<file path="config.mk">
export PLATFORM = sky130hd
export DESIGN_NAME = priv_1_11_trap_sequencer
export DESIGN_NICKNAME = d
export VERILOG_FILES = /design/src/rtl/machine_mode_types_1_11_pkg.sv /design/src/rtl/priv_1_11_cause_prio.sv /design/src/rtl/priv_1_11_trap_sequencer.sv
export SDC_FILE = /design/constraint.sdc
export NUM_CORES = 1
export LEC_CHECK = 0
export CAP_MARGIN = 20
export CELL_PAD_IN_SITES_DETAIL_PLACEMENT = 1
export CELL_PAD_IN_SITES_GLOBAL_PLACEMENT = 2
export CORE_ASPECT_RATIO = 0.8
export CORE_MARGIN = 2
export CORE_UTILIZATION = 18
export DETAILED_ROUTE_END_ITERATION = 6
export PLACE_DENSITY_LB_ADDON = 0.25
export SLEW_MARGIN = 10
export SYNTH_ARGS = -nofsm -noshare
export SYNTH_HDL_FRONTEND = slang
export SYNTH_SLANG_ARGS = --single-unit
</file>
<file path="constraint.sdc">
create_clock -name CLK -period 3.4 [get_ports CLK]
set_clock_uncertainty 0.2 [all_clocks]
set_input_delay 0.34 -clock CLK [delete_from_list [all_inputs] [get_ports CLK]]
set_output_delay 0.34 -clock CLK [all_outputs]
set_load 0.01 [all_outputs]
</file>
<file path="src/rtl/machine_mode_types_1_11_pkg.sv">
// rtl/machine_mode_types_1_11_pkg.sv - states, cause codes and priority tables for M-mode trap sequencing
package machine_mode_types_1_11_pkg;

    typedef logic [2:0] state_t;

    localparam logic [2:0] ST_IDLE     = 3'd0;
    localparam logic [2:0] ST_DRAIN    = 3'd1;
    localparam logic [2:0] ST_COMMIT   = 3'd2;
    localparam logic [2:0] ST_REDIRECT = 3'd3;
    localparam logic [2:0] ST_RET      = 3'd4;

    localparam logic [3:0] EXC_INSN_MISALIGN  = 4'd0;
    localparam logic [3:0] EXC_INSN_FAULT     = 4'd1;
    localparam logic [3:0] EXC_ILLEGAL        = 4'd2;
    localparam logic [3:0] EXC_BREAKPOINT     = 4'd3;
    localparam logic [3:0] EXC_LOAD_MISALIGN  = 4'd4;
    localparam logic [3:0] EXC_LOAD_FAULT     = 4'd5;
    localparam logic [3:0] EXC_STORE_MISALIGN = 4'd6;
    localparam logic [3:0] EXC_STORE_FAULT    = 4'd7;
    localparam logic [3:0] EXC_ECALL_U        = 4'd8;
    localparam logic [3:0] EXC_ECALL_S        = 4'd9;
    localparam logic [3:0] EXC_ECALL_M        = 4'd11;
    localparam logic [3:0] EXC_INSN_PAGE      = 4'd12;
    localparam logic [3:0] EXC_LOAD_PAGE      = 4'd13;
    localparam logic [3:0] EXC_STORE_PAGE     = 4'd15;

    localparam logic [3:0] IRQ_USI = 4'd0;
    localparam logic [3:0] IRQ_SSI = 4'd1;
    localparam logic [3:0] IRQ_MSI = 4'd3;
    localparam logic [3:0] IRQ_UTI = 4'd4;
    localparam logic [3:0] IRQ_STI = 4'd5;
    localparam logic [3:0] IRQ_MTI = 4'd7;
    localparam logic [3:0] IRQ_UEI = 4'd8;
    localparam logic [3:0] IRQ_SEI = 4'd9;
    localparam logic [3:0] IRQ_MEI = 4'd11;

    localparam int EXC_PRIO_N = 14;
    localparam int IRQ_PRIO_N = 9;

    // Written highest priority first, so the highest-priority code sits in the top nibble
    localparam logic [4*EXC_PRIO_N-1:0] EXC_PRIO_LIST = {
        EXC_BREAKPOINT, EXC_INSN_PAGE, EXC_INSN_FAULT, EXC_ILLEGAL, EXC_INSN_MISALIGN,
        EXC_ECALL_U, EXC_ECALL_S, EXC_ECALL_M, EXC_STORE_MISALIGN, EXC_LOAD_MISALIGN,
        EXC_STORE_PAGE, EXC_LOAD_PAGE, EXC_STORE_FAULT, EXC_LOAD_FAULT
    };

    localparam logic [4*IRQ_PRIO_N-1:0] IRQ_PRIO_LIST = {
        IRQ_MEI, IRQ_MSI, IRQ_MTI, IRQ_SEI, IRQ_SSI, IRQ_STI, IRQ_UEI, IRQ_USI, IRQ_UTI
    };

    typedef struct packed {
        logic       intr;
        logic [3:0] code;
    } mcause_t;

    function automatic logic [31:0] pack_mcause(input mcause_t c);
        return {c.intr, 27'b0, c.code};
    endfunction

endpackage

</file>
<file path="src/rtl/priv_1_11_cause_prio.sv">
// rtl/priv_1_11_cause_prio.sv - combinational trap cause selection, exceptions over interrupts
module priv_1_11_cause_prio
    import machine_mode_types_1_11_pkg::*;
#(
    parameter int EXC_W = 16
) (
    input  logic [EXC_W-1:0] exc_src,
    input  logic [11:0]      irq_pend,
    input  logic             mstatus_mie,
    output logic             valid,
    output logic             intr,
    output logic [3:0]       code
);

    logic       exc_hit;
    logic       irq_hit;
    logic [3:0] exc_code;
    logic [3:0] irq_code;
    logic       unused_bits;

    // Codes without a table entry (10, 14, reserved irq slots) never reach the scan
    assign unused_bits = ^{exc_src, irq_pend};

    // Scan from lowest to highest priority so the last hit is the winner
    always_comb begin
        exc_hit  = 1'b0;
        exc_code = 4'd0;
        for (int i = 0; i < EXC_PRIO_N; i++) begin
            if (int'(EXC_PRIO_LIST[i*4 +: 4]) < EXC_W) begin
                if (exc_src[EXC_PRIO_LIST[i*4 +: 4]]) begin
                    exc_hit  = 1'b1;
                    exc_code = EXC_PRIO_LIST[i*4 +: 4];
                end
            end
        end
    end

    // Same scan for enabled pending interrupts
    always_comb begin
        irq_hit  = 1'b0;
        irq_code = 4'd0;
        for (int i = 0; i < IRQ_PRIO_N; i++) begin
            if (irq_pend[IRQ_PRIO_LIST[i*4 +: 4]]) begin
                irq_hit  = 1'b1;
                irq_code = IRQ_PRIO_LIST[i*4 +: 4];
            end
        end
    end

    assign valid = exc_hit | (irq_hit & mstatus_mie);
    assign intr  = ~exc_hit & irq_hit & mstatus_mie;
    assign code  = exc_hit ? exc_code : irq_code;

endmodule

</file>
<file path="src/rtl/priv_1_11_trap_sequencer.sv">
// rtl/priv_1_11_trap_sequencer.sv - machine-mode trap entry and mret sequencing toward CSR file and fetch
module priv_1_11_trap_sequencer
    import machine_mode_types_1_11_pkg::*;
#(
    parameter int WORD_W = 32,
    parameter int EXC_W  = 16
) (
    input  logic              CLK,
    input  logic              RST,
    input  logic [EXC_W-1:0]  exc_src,
    input  logic [11:0]       mip_in,
    input  logic [11:0]       mie_in,
    input  logic              mstatus_mie,
    input  logic              mstatus_mpie,
    input  logic [WORD_W-3:0] mtvec_base,
    input  logic [1:0]        mtvec_mode,
    input  logic [WORD_W-1:0] mepc_in,
    input  logic [WORD_W-1:0] epc,
    input  logic [WORD_W-1:0] mtval_in,
    input  logic              mret,
    input  logic              pipe_clear,
    output logic              stall_fetch,
    output logic              mepc_rup,
    output logic              mcause_rup,
    output logic              mtval_rup,
    output logic              mstatus_rup,
    output logic [WORD_W-1:0] mepc_next,
    output logic [WORD_W-1:0] mtval_next,
    output logic [WORD_W-1:0] mcause_next,
    output logic              mstatus_mie_next,
    output logic              mstatus_mpie_next,
    output logic              intr,
    output logic              insert_pc,
    output logic [WORD_W-1:0] priv_pc
);

    state_t            state;
    mcause_t           cause_q;
    logic [WORD_W-1:0] epc_q;
    logic [WORD_W-1:0] mtval_q;
    logic              p_valid;
    logic              p_intr;
    logic [3:0]        p_code;
    logic [WORD_W-1:0] trap_base;
    logic [WORD_W-1:0] trap_vec;
    logic              unused_lsbs;

    // Return addresses are word aligned, the low bits of the incoming PCs are dropped
    assign unused_lsbs = ^{epc[1:0], mepc_in[1:0]};

    priv_1_11_cause_prio #(
        .EXC_W(EXC_W)
    ) u_prio (
        .exc_src     (exc_src),
        .irq_pend    (mip_in & mie_in),
        .mstatus_mie (mstatus_mie),
        .valid       (p_valid),
        .intr        (p_intr),
        .code        (p_code)
    );

    assign trap_base = {mtvec_base, 2'b00};
    assign trap_vec  = trap_base + {{(WORD_W-6){1'b0}}, cause_q.code, 2'b00};

    // Sequencer state and the cause snapshot taken when a trap is accepted
    always_ff @(posedge CLK) begin
        if (RST) begin
            state   <= ST_IDLE;
            cause_q <= '0;
            epc_q   <= '0;
            mtval_q <= '0;
        end else begin
            case (state)
                ST_IDLE: begin
                    if (p_valid) begin
                        cause_q <= '{intr: p_intr, code: p_code};
                        epc_q   <= {epc[WORD_W-1:2], 2'b00};
                        mtval_q <= p_intr ? '0 : mtval_in;
                        state   <= ST_DRAIN;
                    end else if (mret) begin
                        state <= ST_RET;
                    end
                end
                ST_DRAIN: begin
                    if (pipe_clear) begin
                        state <= ST_COMMIT;
                    end
                end
                ST_COMMIT: state <= ST_REDIRECT;
                default:   state <= ST_IDLE;
            endcase
        end
    end

    assign mepc_next   = epc_q;
    assign mtval_next  = mtval_q;
    assign mcause_next = WORD_W'(pack_mcause(cause_q));
    assign intr        = cause_q.intr;

    // Strobes and redirect are pure state decodes, so each lasts exactly one state cycle
    always_comb begin
        stall_fetch       = 1'b0;
        mepc_rup          = 1'b0;
        mcause_rup        = 1'b0;
        mtval_rup         = 1'b0;
        mstatus_rup       = 1'b0;
        mstatus_mie_next  = 1'b0;
        mstatus_mpie_next = 1'b0;
        insert_pc         = 1'b0;
        priv_pc           = '0;
        case (state)
            ST_DRAIN: stall_fetch = 1'b1;
            ST_COMMIT: begin
                stall_fetch       = 1'b1;
                mepc_rup          = 1'b1;
                mcause_rup        = 1'b1;
                mtval_rup         = 1'b1;
                mstatus_rup       = 1'b1;
                mstatus_mpie_next = mstatus_mie;
                mstatus_mie_next  = 1'b0;
            end
            ST_REDIRECT: begin
                stall_fetch = 1'b1;
                insert_pc   = 1'b1;
                priv_pc     = (mtvec_mode == 2'd1 && cause_q.intr) ? trap_vec : trap_base;
            end
            ST_RET: begin
                mstatus_rup       = 1'b1;
                mstatus_mie_next  = mstatus_mpie;
                mstatus_mpie_next = 1'b1;
                insert_pc         = 1'b1;
                priv_pc           = {mepc_in[WORD_W-1:2], 2'b00};
            end
            default: ;
        endcase
    end

endmodule

</file>
==> impl_results.md, run 1 <==
- Min-delay worst type: in -> reg
- Ys flop type: dfxtp_1
- Power, Total: 2.51 mW
- Most frequent cells in the layout: clkdlybuf4s50_1 (240), nand2_1 (114), dfxtp_1 (70)
- Pre-antenna DRT Iters: 4
- Setup-failing EPs final: 0
- Routed Antenna Nets: 0
- Leakage: 2.83 nW
- FFs w/ async S/R, synth: 0%
- Clk root buf: clkbuf_16
- Final critical-path required period: 3.24 ns
- Commonest non-fill, non-tap cell in the layout: clkdlybuf4s50_1
- Cell Rows: 48
- Max VDD drop: 0.193 mV
- WP data required: 2.86 ns
- Yosys warnings: 0
- Post-synth EDFFs: 0
- Crit. End Element: output port
- R2r startpoint: state[2]
- Yosys cell types: 54
- Initial antenna violation count: 0
- TNS Setup: 0 ns
- Post-synthesis cell count: 502
- PwrDens: 351 nW/um2
- Avg Synthesized Cell Area: 7.91 um2
- Layout cell share with drive strength beyond 1: 7.49%
- Routed wire length: 17400 um
- Number of DRC markers in iteration 0: 140
- IO Port Bufs: 267
- WHS: 0.202 ns
- Post-place instance area: 6850 um2
- Sink Count: 70
- Post-synthesis register bit count: 70
- Clock buffer count from CTS: 9
- Startpoint types: input pin
- HP Start: RST
- Worst skew pair latency: 0.33 ns
- Final cell count without fillers: 1049
- Worst-Margin Slew: 0.557 ns
- First-pass GRT wire length: 26200 um
- Seq/Total Area, Yosys: 35.3%
- Clock-pin slew on the worst setup and hold paths: 0.05 ns
- Avg WL per Cell: 16.5 um
- Hpwl dp: 14300 um
- Crit path kind: in -> out
- Drt drc: 0
- Vias in the first global route: 4639
- Final net count: 949
- Slew Viols, Final: 0
- Largest net degree at the start of global routing: 33
- Routability cong.: 0.778
- Clock Tree Buf Depth: 2
- Vias after detailed routing: 4467
- FMAX: 308 MHz
- Final core utilization: 33.1%
- Boundary Pins: 311
- Starting Density: 18.4%
- CP max FO: 6
- Filler Cell Count: 2545
- TritonCTS clock tree: done
- Max cap viols: 0
- Crit path from: mtvec_base[0]
- RSZ-0062 raised after global routing: no
- Final hold vios: 0
- Post-route cell area: 7160 um2
- Core ar.: 21600 um2
- Antenna Cells: 0
- Placed insts: 1033
- Die Wd: 170 um
- Worst endpoint data arrival time: 2.70 ns
- Area Overhead vs Synth: 80.4%
- Final Cycle Share: 95.4%
- Vias per cell: 4.26
- Final worst slack: 0.158 ns
- Die Ht: 137 um
- Global route overflow: 0
- Die area: 23300 um2
- Place WS: -0.362 ns
- Max_slew headroom: 62.6%
- Status: complete, no violations
- Post-Syn Area: 3970 um2
- H-tree Lvls: 3
- GRT Util Overall: 14.4%
-- path summary, 6_finish.rpt --
kind | endpoint | slack (ns) | cells past startpoint
setup / recovery | priv_pc[30] | 0.16 | 12
hold / removal | mepc_next[5] | 0.20 | 2
setup reg to reg | mepc_next[16] | 1.22 | 5
hold reg to reg | mepc_next[10] | 0.26 | 2
-- power by group --
group	total, mW	switching, mW	internal (mW)
Clock	0.926	0.364	0.562
Sequential	0.921	0.0371	0.884
Combinational	0.665	0.284	0.382
Total	2.51	0.685	1.83
-- worst max-delay path, stage by stage --
cell	delay, ns
clkdlybuf4s50_1	0.50
ha_2	0.19
inv_1	0.05
fa_2	0.36
nor2b_4	0.15
o21ai_4	0.08
a211oi_2	0.23
buf_4	0.17
nand3_1	0.08
xor2_1	0.15
o21ai_1	0.11
dlygate4sd2_1	0.28
-- cells in the mapped netlist, drive strengths merged (13+ instances only) --
library cell	number	share of area [%]
a21oi	44	5.5
dfxtp	70	35
xnor2	20	4.4
nand2	114	11
nor3	18	2.4
clkbuf	13	1.2
o21ai	37	4.7
a22o	33	7.3
nor2	18	2.1
buf	50	9.6
-- routing by layer --
metal,wire [um],GRT usage [%],vias up
met5,0,0,-
met4,174,2.85,0
met3,798,2.75,11
met2,8440,24.3,145
met1,7940,19.2,2088
li1,-,-,2223
-- sequential cells by signal, indices dropped and copies added (netlist names) --
signal and cells:
mtval_next 32, mepc_next 30, mcause_next 4, state 3, intr 1
-- cell type report --
class,count,area [um2],share of cell area [%]
Multi-Input combinational cell,391,2270,31.7
Clock buffer,9,225,3.14
Inverter,8,30.0,0.419
Timing Repair Buffer,290,2830,39.5
Clock inverter,6,63.8,0.891
Sequential cell,70,1400,19.6
Tap cell,275,344,4.80
-- logic make-up (layout without fill, tap and decap cells) --
| family | count (synthesis) | in the layout | synth area share, % |
|---|---|---|---|
| compound gates | 130 | 130 | 20.9 |
| xor+xnor | 27 | 27 | 5.95 |
| fa+ha+maj | 5 | 5 | 1.76 |
| buf+inv | 71 | 313 | 11.6 |
| flops | 70 | 70 | 35.3 |
| mux | 1 | 1 | 0.252 |
| other cells | 1 | 31 | 0.0944 |
| simple gates | 197 | 197 | 24.2 |
-- timing repair --
action | in CTS | in global routing
setup endpoints to repair | 26 | 13
setup buffers | 0 | 1
pin swaps | 0 | 1
hold endpoints to repair | 0 | 0
gates resized for setup | 24 | 19
hold buffers | 0 | 0
cloned | 0 | 0
Note: power is estimated with default switching activity, not from simulation.
==> run 2, diff against run 1 <==
--- a/config.mk
+++ b/config.mk
@@ -11,6 +11,7 @@
 export CORE_ASPECT_RATIO = 0.8
 export CORE_MARGIN = 2
 export CORE_UTILIZATION = 18
+export CTS_CLUSTER_DIAMETER = 40
 export DETAILED_ROUTE_END_ITERATION = 6
 export PLACE_DENSITY_LB_ADDON = 0.25
 export SLEW_MARGIN = 10
==> results of run 2 <==
The final DEF is identical to that of run 1; final timing and power are the same.
